## config.mk

```make
export PLATFORM = sky130hd
export DESIGN_NAME = score_counter
export DESIGN_NICKNAME = d
export VERILOG_FILES = /design/src/rtl/score_counter_pkg.sv /design/src/rtl/score_counter_bcd_inc4.sv /design/src/rtl/score_counter.sv
export SDC_FILE = /design/constraint.sdc
export NUM_CORES = 1
export LEC_CHECK = 0
export ABC_AREA = 1
export BUFFER_PORTS_ARGS = -buffer_cell sky130_fd_sc_hd__buf_2
export CELL_PAD_IN_SITES_DETAIL_PLACEMENT = 1
export CELL_PAD_IN_SITES_GLOBAL_PLACEMENT = 2
export CORE_UTILIZATION = 33
export CTS_BUF_LIST = sky130_fd_sc_hd__clkbuf_16
export CTS_CLUSTER_DIAMETER = 50
export DETAILED_ROUTE_END_ITERATION = 16
export HOLD_SLACK_MARGIN = 0.12
export PLACE_DENSITY = 0.79
export SLEW_MARGIN = 0
export SYNTH_ARGS = -nofsm -noshare
export SYNTH_HDL_FRONTEND = slang
export SYNTH_SLANG_ARGS = --single-unit
```

## constraint.sdc

```tcl
create_clock -name clk -period 3.1 [get_ports clk]
set_input_delay 0.31 -clock clk [delete_from_list [all_inputs] [get_ports clk]]
set_output_delay 0.31 -clock clk [all_outputs]
set_load 0.02 [all_outputs]
```

## src/rtl/score_counter_pkg.sv

```systemverilog
// Shared definitions for the game score keeper: status encodings and BCD limits.
// Latency: n/a (types and constants only).
// Backpressure: n/a.
package score_counter_pkg;

  // Run/over status as shown to the top level; 2'b11 is never entered.
  typedef enum logic [1:0] {
    ST_IDLE = 2'b00,
    ST_RUN  = 2'b01,
    ST_OVER = 2'b10
  } state_t;

  // Largest score representable in four packed BCD digits.
  localparam logic [15:0] BCD_MAX = 16'h9999;

endpackage

```

## src/rtl/score_counter_bcd_inc4.sv

```systemverilog
// Combinational 4-digit packed-BCD +1 with saturation at 9999.
// Latency: 0 cycles (pure combinational).
// Backpressure: none; result is valid whenever val is.
// Ports:
//   val      in  16  current value, 4 packed BCD digits ([15:12] = thousands)
//   inc_val  out 16  val + 1 in BCD, or val unchanged when already at 9999
//   sat      out  1  val is at the saturation point (9999)
module bcd_inc4
  import score_counter_pkg::*;
(
  input  logic [15:0] val,
  output logic [15:0] inc_val,
  output logic        sat
);

  logic carry;

  always_comb begin
    inc_val = val;
    carry   = 1'b1;
    sat     = (val == BCD_MAX);
    // Ripple the +1 up the digits: a 9 becomes 0 and passes the carry on,
    // anything else absorbs it.
    for (int i = 0; i < 4; i++) begin
      if (carry) begin
        if (val[i*4 +: 4] == 4'd9) begin
          inc_val[i*4 +: 4] = 4'd0;
          carry             = 1'b1;
        end else begin
          inc_val[i*4 +: 4] = val[i*4 +: 4] + 4'd1;
          carry             = 1'b0;
        end
      end
    end
    // Without this the chain would wrap 9999 to 0000.
    if (sat) begin
      inc_val = val;
    end
  end

endmodule

```

## src/rtl/score_counter.sv

```systemverilog
// Game score keeper: BCD score, high score, IDLE/RUN/OVER status and game-over blink.
// Latency: 1 cycle from any input pulse to the registered outputs.
// Backpressure: none; every active input cycle is consumed as one event.
// Ports:
//   clk       in   1  movement clock
//   rst       in   1  synchronous active-high reset, clears everything incl. high score
//   start     in   1  begin a run (from IDLE or OVER)
//   tick      in   1  one per game frame; drives the point prescaler and the blink
//   crash     in   1  end the current run
//   score     out 16  current score, packed BCD
//   hi_score  out 16  best finished-run score since reset, packed BCD
//   state     out  2  00 IDLE, 01 RUN, 10 OVER
//   blank     out  1  blink phase in OVER (1 = blank the digits)
//   new_hi    out  1  the last finished run set a new high score
module score_counter
  import score_counter_pkg::*;
#(
  parameter int TICKS_PER_POINT = 8,
  parameter int BLINK_TICKS     = 32
) (
  input  logic        clk,
  input  logic        rst,
  input  logic        start,
  input  logic        tick,
  input  logic        crash,
  output logic [15:0] score,
  output logic [15:0] hi_score,
  output logic [1:0]  state,
  output logic        blank,
  output logic        new_hi
);

  // Counter widths stay at least 1 bit so a divide-by-1 still elaborates.
  localparam int PW = (TICKS_PER_POINT > 1) ? $clog2(TICKS_PER_POINT) : 1;
  localparam int BW = (BLINK_TICKS > 1) ? $clog2(BLINK_TICKS) : 1;
  localparam logic [PW-1:0] PRE_LAST   = PW'(TICKS_PER_POINT - 1);
  localparam logic [BW-1:0] BLINK_LAST = BW'(BLINK_TICKS - 1);

  state_t          st;
  logic [PW-1:0]   prescaler;
  logic [BW-1:0]   blink_cnt;
  logic [15:0]     score_inc;
  logic            score_sat;

  bcd_inc4 u_inc (
    .val     (score),
    .inc_val (score_inc),
    .sat     (score_sat)
  );

  assign state = st;

  always_ff @(posedge clk) begin
    if (rst) begin
      st        <= ST_IDLE;
      score     <= '0;
      hi_score  <= '0;
      blank     <= 1'b0;
      new_hi    <= 1'b0;
      prescaler <= '0;
      blink_cnt <= '0;
    end else begin
      case (st)
        ST_IDLE: begin
          score <= '0;
          blank <= 1'b0;
          if (start) begin
            st        <= ST_RUN;
            prescaler <= '0;
          end
        end

        ST_RUN: begin
          blank <= 1'b0;
          // Crash takes priority so a point landing on the crash frame is lost.
          if (crash) begin
            st <= ST_OVER;
            if (score > hi_score) begin
              hi_score <= score;
              new_hi   <= 1'b1;
            end else begin
              new_hi <= 1'b0;
            end
          end else if (tick) begin
            if (prescaler == PRE_LAST) begin
              prescaler <= '0;
              if (!score_sat) begin
                score <= score_inc;
              end
            end else begin
              prescaler <= prescaler + 1'b1;
            end
          end
        end

        ST_OVER: begin
          if (start) begin
            st        <= ST_RUN;
            score     <= '0;
            prescaler <= '0;
            blink_cnt <= '0;
            blank     <= 1'b0;
          end else if (tick) begin
            if (blink_cnt == BLINK_LAST) begin
              blink_cnt <= '0;
              blank     <= ~blank;
            end else begin
              blink_cnt <= blink_cnt + 1'b1;
            end
          end
        end

        default: begin
          // Recovery from the unused encoding.
          st    <= ST_IDLE;
          blank <= 1'b0;
        end
      endcase
    end
  end

endmodule

```

; ---- After elaboration in Yosys (flattened, before gate mapping)
; Index checks and enable logic that the tools add are counted.
[classes]
n_addsub = 6
magnitude_cmp = 1
n_eq_ne = 19
mux = 30
n_bitwise = 2
n_reduce_logical = 16
[op_table]
columns = operator, count
row1 = two-way mux 16 bit, 5
row2 = case mux 16 bit (3 select lines), 1
row3 = two-way mux 4 bit, 7
row4 = AND reduction 7 bit, 3
row5 = adder 4 x 1 -> 4 bit (second input constant), 4
row6 = == test 16 bit (second input constant), 1
row7 = == test 4 bit (second input constant), 4
row8 = > comparator 16 bit, 1
row9 = two-way mux 5 bit, 3
row10 = two-way mux 3 bit, 4
row11 = inequality test 2 bit (second input constant), 6
row12 = inequality test 2 x 1 -> 1 bit (second input constant), 4
row13 = AND reduction 2 bit, 4
row14 = two-way mux 1 bit, 6
row15 = case mux 3 bit (2 select lines), 1
row16 = AND reduction 6 bit, 1
row17 = adder 5 x 1 -> 5 bit (second input constant), 1
row18 = == test 5 bit (second input constant), 1
row19 = two-way mux 2 bit, 2
row20 = case mux 2 bit (2 select lines), 1
row21 = AND reduction 4 bit, 1
row22 = nonzero test 2 bit, 2
row23 = adder 3 x 1 -> 3 bit (second input constant), 1
row24 = == test 3 bit (second input constant), 1
row25 = other kinds (8), 9
[word_totals]
register_bits = 44
input_bits = 5
out_inout_bits = 36
word_cells = 84

; ---- Depth between registers and ports, before layout
; Gate-level depths: netlist (run 1).
[logic_depth]
word_depth = 10
ltp_mapped = 15
mapped_depth_nobuf = 14

; ---- By module
; From an unflattened synthesis (run 1), not the netlist that was laid out.
[unflattened]
cells_unflattened = 412
area_unflattened_um2 = 3030.4
[by_module_without_submodules]
columns = module, instances, cells_each, area_per_inst_um2, seq_area_each_um2
row1 = score_counter, 1, 312, 2533.7, 880.8
row2 = bcd_inc4, 1, 100, 496.7, 0.0

; ---- Worst setup path before layout (run 1)
; OpenSTA, ideal clock, no wires.
[synth_path]
path_type = register to register
start = register score[0]
end = register hi_score[10]
setup_time_ns = 0.115
t_arrival_ns = 1.749
required_ns = 2.985
path_slack_ns = 1.236
stages_incl_launch_ff = 16
path_buffers = 1
synth_period_minus_slack_ns = 1.864
cell_sequence = dfxtp_1 inv_1 ha_1 inv_1 nand2_1 nand2_1 nand2_1 nand2_1 nand2_1 nand2_1 nand2_1 nand2_1 clkbuf_1 nand3_1 nand2_1 nor2_1
[synth_via]
elab_chain_cells = 2
[synth_lines]
columns = element, line
row1 = start: declaration, score_counter.sv:26  ; output logic [15:0] score,
row2 = start signal: assignment, score_counter.sv:88  ; score <= score_inc;
row3 = > comparator 16 bit, score_counter.sv:78  ; if (score > hi_score) begin
row4 = AND reduction 3 bit (no source line), --
row5 = end signal: assignment, score_counter.sv:79  ; hi_score <= score;
row6 = end: declaration, score_counter.sv:27  ; output logic [15:0] hi_score,
; Every way passes these cells.
; A chain may end at the register's enable or synchronous reset.

; ---- Worst setup path after layout (run 1)
[layout_path]
start = register score[0]
end = register hi_score[8]
; Same word-level chain as after synthesis.

==> qor.yml, run 1 <==
maxCapViolations: 0
power_leakage_nw: 1.43
status: "finished, final reports clean"
synth-seq-area-share: 0.339
synthDistinctLibCells: 25
max-slew-margin-rel: 0.424
r2r_start: "score[0]"
crit_path_start_kind: "flop"
grt_antenna_before_repair: 0
crit_start: "score[0]"
root_buffer: "clkbuf_16"
synth_cells: 378
cts_setup_buffers: 0
worst_path_dominant_cell_family: "simple AND/OR/NAND/NOR gates"
crit_path_max_fanout: 18
cp_data_required_time_ps: 3280
dp_hpwl_um: 5380
nets: 454
ys.flop_type: "dfxtp_1"
crit_path_end: "hi_score[8]"
critPathArrivalTime_ps: 2480
path_buf_inv: 3
cts_resized: 0
dieArea_mm2: 0.00823
r2r_cells: 15
finalCritPeriodShare: 0.745
numCtsBuffers: 5
finalSetupTns_ps: 0
rows: 31
synth_edf_count: 0
first_global_vias: 2606
ys_async_sr_fraction: 0
preCtsSetupSlack_ps: 775
cpMostUsedCell: "nand2_1"
peakVddDrop_mv: 0.220
cts_max_path_buffers: 2
fp.dieH_um: 90.7
cts_hold_buffers: 0
multi_input_area_mm2: 0.00149
vias: 2557
final_antenna_net_count: 0
rrSetupSlack_ps: 790
avgRoutedWirePerCell_um: 13.9
via_per_inst: 4.92
synth_seq_cells: 44
grt_pass1_wl_um: 12400
fin_skew_ps: 6.27
io_buffers: 40
setup_slack_ps: 791
ios: 41
slowest_stage: "dfxtp_1"
path_cells: "inv_1 > ha_1 > inv_1 > nand2_1 > nand2_1 > nand2_1 > nand2_1 > nand2_1 > nand2_1 > nand2_1 > nand2_1 > buf_4 > nand3_1 > nand2_1 > nor2_1"
fp.dieW_um: 90.7
synth_area_per_cell_um2: 6.87
fin_cells: 520
yosys.area.top_type_share: 0.339
synth_common_cells: "77 x nand2_1, 54 x nor2_1, 44 x a21oi_1, 44 x dfxtp_1, 44 x inv_1"
grt_overflow: 0
fmax_ghz: 0.433
synth_top_cell_by_area: "dfxtp_1"
worst_pin_slew_ps: 863
drive_above_1_share: 0.147
clk_latency_ps: 280
syn_area_mm2: 0.00260
place_inst: 513
placed_area_mm2: 0.00293
dr.pass1.iters: 4
diodes: 0
cts_sinks: 44
coreArea_mm2: 0.00745
dr.first_iter.drc_count: 47
grt_max_degree: 33
wl_um: 7210
synth_nets: 411
crit_path_max_incr_delay_ps: 470
stdcell_area_mm2: 0.00306
end_kind: "flop"
hold_viol: 0
fin_crit_ps: 2310
synthTopCellsByArea: "dfxtp_1 34%, ha_1 13%, nand2_1 11%"
synthToLayoutAreaGrowth_pct: 17.8
n_fill_cell: 997
regArea_um2: 881
setup_violations: 0
slew_violations: 0
path_depth: 15
path_class: "reg -> reg"
yosysMostFrequentCell: "nand2_1"
timing.rr.end: "hi_score[8]"
hold_class: "in -> reg"
start_util: 0.349
cts_tree: "done"
yosysWarnings: 0
grt_use_total: 0.186
rsz0062_at_grt: "no"
h-tree-depth: 2
power.density_mw_per_mm2: 597
fin_util: 0.411
drc_errors: 0
gp_congestion: 0.763
cts.clk_slew.worst_paths_ps: 60
## state kept, by name, summed over array words and instances, names as in the netlist
register / count
new_hi: 1
score: 16
hi_score: 16
state: 2
blink_cnt: 5
blank: 1
prescaler: 3
## where the power goes
group	internal (mW)	switching, mW
Clock	0.289	0.219
Sequential	0.618	0.0533
Combinational	0.205	0.444
## worst min-delay path by stage
stage                            start            to  depth (start not counted)
after floorplan           prescaler[1]  prescaler[1]                          2
after global placement    prescaler[2]  prescaler[2]                          2
after detailed placement  blink_cnt[4]  blink_cnt[4]                          2
after CTS                        start  blink_cnt[4]                          4
after global routing             start  blink_cnt[2]                          4
final                            start  blink_cnt[4]                          4
## worst min-delay path, cell delays in order
cell and delay [ps]:
buf_2 130, nor2_1 90, nand2_1 60, a21oi_1 50
## area by class of cell
class	count	area share
Sequential cell	44	0.288
Timing Repair Buffer	46	0.0801
Inverter	49	0.0601
Multi-Input combinational cell	275	0.488
Clock buffer	5	0.0409
Tap cell	99	0.0405
Clock inverter	2	0.00245
## through the flow
step	hold slack, ps	power [mW]
after global placement	460	1.32
after CTS	416	1.85
after global routing	431	1.96
after floorplan	448	1.15
after detailed placement	463	1.34
final	411	1.83
## cell usage in the layout, fill, tap and decap left out
cell,count
nand2_1,77
nor2_1,53
inv_1,44
a21oi_1,44
dfxtp_1,44
buf_2,40
nand3_1,35
ha_1,28
o21ai_0,9
nand4_1,6
buf_4,6
inv_2,5
xor2_1,5
clkbuf_16,5
nor2_2,3
nor3_1,3
xnor2_1,3
o211ai_1,2
clkinv_1,2
a21o_1,1
nand3_2,1
nor2_4,1
nand2_4,1
nor3b_1,1
nor4_1,1
o21ai_1,1
## cell families (layout without fill, tap and decap cells)
| family | after synthesis | in the layout | share of synthesized area |
|---|---|---|---|
| AOI/OAI and AO/OA | 57 | 57 | 0.113 |
| buffers and inverters | 59 | 102 | 0.0867 |
| xor gates and xnor gates | 8 | 8 | 0.0270 |
| and+or+nand+nor | 182 | 182 | 0.300 |
| adders and majority gates | 28 | 28 | 0.135 |
| DFF | 44 | 44 | 0.339 |
## routing by layer
layer	track usage	share of wire	vias up
met3	0.0370	0.034	4
met5	0	0	-
met1	0.250	0.51	1205
met2	0.299	0.45	36
li1	-	-	1312
met4	0.0551	0.0073	0
Note: power is estimated with default switching activity, not from simulation.
==> run 2, diff against run 1 <==
--- a/config.mk
+++ b/config.mk
@@ -9,12 +9,12 @@
 export BUFFER_PORTS_ARGS = -buffer_cell sky130_fd_sc_hd__buf_2
 export CELL_PAD_IN_SITES_DETAIL_PLACEMENT = 1
 export CELL_PAD_IN_SITES_GLOBAL_PLACEMENT = 2
-export CORE_UTILIZATION = 33
+export CORE_UTILIZATION = 28
 export CTS_BUF_LIST = sky130_fd_sc_hd__clkbuf_16
 export CTS_CLUSTER_DIAMETER = 50
 export DETAILED_ROUTE_END_ITERATION = 16
 export HOLD_SLACK_MARGIN = 0.12
-export PLACE_DENSITY = 0.79
+export PLACE_DENSITY = 0.71
 export SLEW_MARGIN = 0
 export SYNTH_ARGS = -nofsm -noshare
 export SYNTH_HDL_FRONTEND = slang
==> constraint.sdc (replaced) <==
create_clock -name clk -period 1.9 [get_ports clk]
set_input_delay 0.19 -clock clk [delete_from_list [all_inputs] [get_ports clk]]
set_output_delay 0.19 -clock clk [all_outputs]
set_load 0.02 [all_outputs]
==> run 2 against run 1 <==
  * The run now ends with DRC left
  * Die area is 17% higher
  * Clock power is 67% higher
  * Clock skew is 3.1 ps lower
  * Critical path depth is 5 lower
  * Global-route usage is 1.7 points lower
  * Cell count is 5.4% higher
  * Wire length is 7.8% higher
  * Total power is 85% higher
  * Combinational power is 120% higher
  * Non-clock buffer count is 18 higher
  * Via count is 1.3% higher
  * Critical endpoint is now hi_score[2]
  * Highest routed layer unchanged
==> qor.yml, run 2 (synthesis results as in run 1) <==
end_kind: "flop"
power_mw: 3.39
slew_violations: 0
fin_cells: 548
synthToLayoutAreaGrowth_pct: 27.8
cts_sinks: 44
peakVddDrop_mv: 0.349
final_common_cell: "nand2_1"
path_class: "reg -> reg"
crit_path_start_kind: "flop"
gp_congestion: 0.779
numCtsBuffers: 5
avgRoutedWirePerCell_um: 14.2
ios: 41
nets: 472
cts_max_path_buffers: 2
cts_setup_buffers: 0
wl_um: 7780
final_cell_mix: "75 x nand2_1, 51 x nor2_1, 46 x inv_1"
fp.dieH_um: 98.3
drive_above_1_share: 0.216
dr.first_iter.drc_count: 67
violations: "DRC"
wl_met1_um: 4090
crit_path_max_fanout: 32
largest_registers: "hi_score: 16 flops, score: 16 flops, blink_cnt: 5 flops"
setup_violations: 0
critPathArrivalTime_ps: 1900
dp_hpwl_um: 5750
fp.dieW_um: 98.3
power_leakage_nw: 1.56
grt_overflow: 0
worst_pin_slew_ps: 323
grt_pass1_wl_um: 13000
cts_hold_buffers: 0
coreArea_mm2: 0.00885
maxCapViolations: 0
wl_met3_um: 206
diodes: 0
routed.top_layer: "met4"
start_util: 0.294
place_inst: 538
cts_resized: 0
rows: 34
first_global_vias: 2605
power.density_mw_per_mm2: 1020
drc_errors: 3
cts.clk_slew.worst_paths_ps: 60
max-slew-margin-rel: 0.784
hold_viol: 0
fin_skew_ps: 3.21
final_antenna_net_count: 0
clk_latency_ps: 290
grt_max_degree: 33
hold_class: "in -> reg"
finalCritPeriodShare: 0.901
via_per_inst: 4.73
dr.pass1.iters: 10
io_buffers: 40
grt_antenna_before_repair: 0
grt_use_total: 0.169
root_buffer: "clkbuf_16"
wl_met2_um: 3400
cp_data_required_time_ps: 2080
status: "finished with violations"
vias: 2591
fin_crit_ps: 1710
rsz0062_at_grt: "no"
h-tree-depth: 2
cts_tree: "done"
finalSetupTns_ps: 0
dieArea_mm2: 0.00967
fmax_ghz: 0.584
run 2: cell types whose count changed in the layout (fill, tap and decap cells not counted), sizes merged:
| cell | before | now |
|---|---|---|
| buf | 46 | 63 |
| clkbuf | 5 | 6 |
| clkinv | 2 | 1 |
| inv | 49 | 51 |
run 2: through the flow:
stage                     instance area (um2)  utilization  hold WS, ps  setup WS [ps]
after global routing                     3320        0.375          307          0.934
after detailed placement                 3100        0.350          468            105
final                                    3320        0.375          278            188
after floorplan                          2600            -          379           36.4
after global placement                   3100        0.350          456            101
after CTS                                3230        0.365          269           88.9
run 2: worst max-delay path: stages (launching register included):
cell	delay (ps)
dfxtp_1	480
ha_1	290
nand2_1	80
nor2_2	50
nand4_1	80
nor2_1	60
nor2_2	140
buf_12	210
nand3_1	110
nand2_1	70
nor2_1	40
run 2: metal layers:
metal	global-route usage	up-vias
met5	0	-
met4	0.0586	0
met3	0.0251	7
met2	0.262	39
met1	0.240	1205
li1	-	1340
run 2: final timing paths:
path / from / end / slack [ps] / cells past startpoint
worst min register to register: prescaler[2] / prescaler[2] / 470 / 2
worst max register to register: score[4] / hi_score[2] / 190 / 10
worst max-delay path: score[4] / hi_score[2] / 190 / 10
worst min-delay path: start / blink_cnt[1] / 280 / 4
run 2: where the power goes:
part / leakage [nW] / internal [mW] / switching (mW) / total [mW]
logic: 1.12 / 0.570 / 0.877 / 1.45
registers: 0.360 / 1.01 / 0.0826 / 1.09
clock network: 0.0738 / 0.474 / 0.372 / 0.846
total: 1.56 / 2.06 / 1.33 / 3.39
run 2: area by class of cell:
cell class              instances  area, um2
inverters                      49        184
clock buffers                   5        125
repair buffers                 64        439
flip-flops and latches         44        888
clock inverters                 3       11.3
multi-input cells             275       1540
fillers                      1140       5530
well taps                     108        135
==> run 3, diff against run 2 <==
--- a/config.mk
+++ b/config.mk
@@ -9,12 +9,13 @@
 export BUFFER_PORTS_ARGS = -buffer_cell sky130_fd_sc_hd__buf_2
 export CELL_PAD_IN_SITES_DETAIL_PLACEMENT = 1
 export CELL_PAD_IN_SITES_GLOBAL_PLACEMENT = 2
-export CORE_UTILIZATION = 28
+export CORE_UTILIZATION = 31
 export CTS_BUF_LIST = sky130_fd_sc_hd__clkbuf_16
 export CTS_CLUSTER_DIAMETER = 50
 export DETAILED_ROUTE_END_ITERATION = 16
+export GPL_TIMING_DRIVEN = 0
 export HOLD_SLACK_MARGIN = 0.12
-export PLACE_DENSITY = 0.71
+export PLACE_DENSITY = 0.75
 export SLEW_MARGIN = 0
 export SYNTH_ARGS = -nofsm -noshare
 export SYNTH_HDL_FRONTEND = slang
==> constraint.sdc (replaced) <==
create_clock -name clk -period 1.6 [get_ports clk]
set_input_delay 0.16 -clock clk [delete_from_list [all_inputs] [get_ports clk]]
set_output_delay 0.16 -clock clk [all_outputs]
set_load 0.02 [all_outputs]
==> run 3 against run 2 <==
  * The flow finishes with violations (setup timing)
  * Total power grew 43%
  * Worst hold slack lost 33 ps
  * Clock power grew 17%
  * Setup slack lost 280 ps
  * Largest power group unchanged
  * Highest routed layer unchanged
==> qor.yml, run 3 (synthesis results as in run 1) <==
largest_registers: "hi_score: 16 flops, score: 16 flops, blink_cnt: 5 flops"
stdcell_area_mm2: 0.00394
crit_path_max_fanout: 5
io_buffers: 40
grt_pass1_wl_um: 13400
r2r_cells: 11
wl_um: 8790
final_cell_mix: "60 x nand2_1, 46 x nor2_1, 40 x buf_2"
gp_congestion: 0.713
final_antenna_net_count: 0
vias: 2735
drc_errors: 0
start_util: 0.318
grt_max_degree: 13
sw_frac_of_total: 0.410
clk_latency_ps: 280
diodes: 0
crit_path_start_kind: "flop"
finalCritPeriodShare: 1.05
fin_skew_ps: 2.71
timing.rr.end: "hi_score[1]"
cts_hold_buffers: 0
dr.first_iter.drc_count: 36
peakVddDrop_mv: 0.540
rsz0062_at_grt: "yes"
rows: 33
worst_pin_slew_ps: 639
violations: "setup timing"
root_buffer: "clkbuf_16"
grt_use_total: 0.199
fp.dieW_um: 93.5
hold_class: "in -> reg"
path_class: "reg -> reg"
hold_depth: 3
coreArea_mm2: 0.00818
grt_antenna_before_repair: 0
placed_area_mm2: 0.00301
preCtsSetupSlack_ps: -255
rrSetupSlack_ps: -90
nets: 489
hold_slack_ps: 245
fmax_ghz: 0.593
combPwrFrac: 0.521
netSwitchingPower_mw: 1.99
final_common_cell: "nand2_1"
r2r_start: "hi_score[7]"
dr.pass1.iters: 4
slew_violations: 0
status: "finished with violations"
fin_crit_ps: 1690
max-slew-margin-rel: 0.572
clkPwrFrac: 0.205
cts_max_path_buffers: 2
internal_power_mw: 2.85
min_to: "state[1]"
setup_violations: 19
cts_tree: "done"
dp_hpwl_um: 5690
maxCapViolations: 0
h-tree-depth: 2
fp.dieH_um: 93.5
synthToLayoutAreaGrowth_pct: 51.5
end_kind: "flop"
drive_above_1_share: 0.473
cts.clk_slew.worst_paths_ps: 60
critPathArrivalTime_ps: 1900
numCtsBuffers: 5
hold_viol: 0
power.density_mw_per_mm2: 1230
avgRoutedWirePerCell_um: 15.6
setup_slack_ps: -87.6
seq_power_share: 0.274
dieArea_mm2: 0.00875
first_global_vias: 2634
hp-start: "crash"
grt_overflow: 0
ios: 41
via_per_inst: 4.87
cp_data_required_time_ps: 1810
power_leakage_nw: 1.70
cts_sinks: 44
==> run 3: changes by cell type in the layout (fill, tap and decap cells not counted), sizes merged <==
cell,delta
buf,+13
clkbuf,+3
nor2,+1
==> run 3: worst max path at each step <==
stage           startpoint           end  slack [ps]  cells past startpoint
5_1_grt        hi_score[7]   hi_score[1]        -190                     11
3_5_place_dp      score[9]      score[7]        -260                      8
3_3_place_gp   hi_score[7]  hi_score[15]        -240                     10
4_1_cts        hi_score[5]   hi_score[6]        -120                     11
6_report       hi_score[7]   hi_score[1]         -90                     11
2_1_floorplan  hi_score[9]  hi_score[10]           2                     11
==> run 3: per-layer routing <==
layer / part of all wire / up-vias / track usage
met5: 0 / - / 0
met3: 0.025 / 5 / 0.0260
met4: 0.0076 / 0 / 0.0462
li1: - / 1383 / -
met2: 0.50 / 34 / 0.339
met1: 0.46 / 1313 / 0.265
==> run 3: what timing repair did <==
action                     CTS  global route
setup buffers               14            11
setup endpoints to repair   36            33
gates resized for setup     67            77
pin swaps                   19            37
gates cloned                 5             1
hold endpoints to repair     0             0
==> run 3: final cells by class <==
| cell class | instances | area [um2] |
|---|---|---|
| timing repair buffer | 70 | 459 |
| buffer | 10 | 104 |
| clock inverter | 3 | 11.3 |
| tap | 105 | 131 |
| fill | 1018 | 4240 |
| multi-input combinational | 276 | 1950 |
| clock buffer | 5 | 125 |
| inverter | 49 | 189 |
| sequential | 44 | 963 |
==> run 3: power groups by stage <==
stage / logic [mW] / clock network, mW / registers (mW)
2_1_floorplan: 0.949 / 0 / 1.45
3_3_place_gp: 1.44 / 0 / 1.35
3_5_place_dp: 1.45 / 0 / 1.36
4_1_cts: 2.02 / 1.01 / 1.32
5_1_grt: 2.71 / 1.05 / 1.34
6_report: 2.52 / 0.993 / 1.33
==> run 3: critical path: stages (launching register included) <==
cell     delay (ps)
dfxtp_4         350
inv_2            40
ha_4            270
nand2_4          50
nor2_4          110
nand4_1         160
nor2_4          170
nor2_4           80
buf_6           140
nand3_2          60
nand2_1          70
nor2_1          120
==> run 3: per-stage QoR <==
stage               TNS (ps)  utilization  total power [mW]  cells
floorplan                  0            -              2.40    378
global placement       -5820        0.368              2.79    523
detailed placement     -6610        0.368              2.81    523
CTS                    -2080        0.436              4.35    550
global route           -3700        0.481              5.10    562
finish                 -1020        0.481              4.84    562
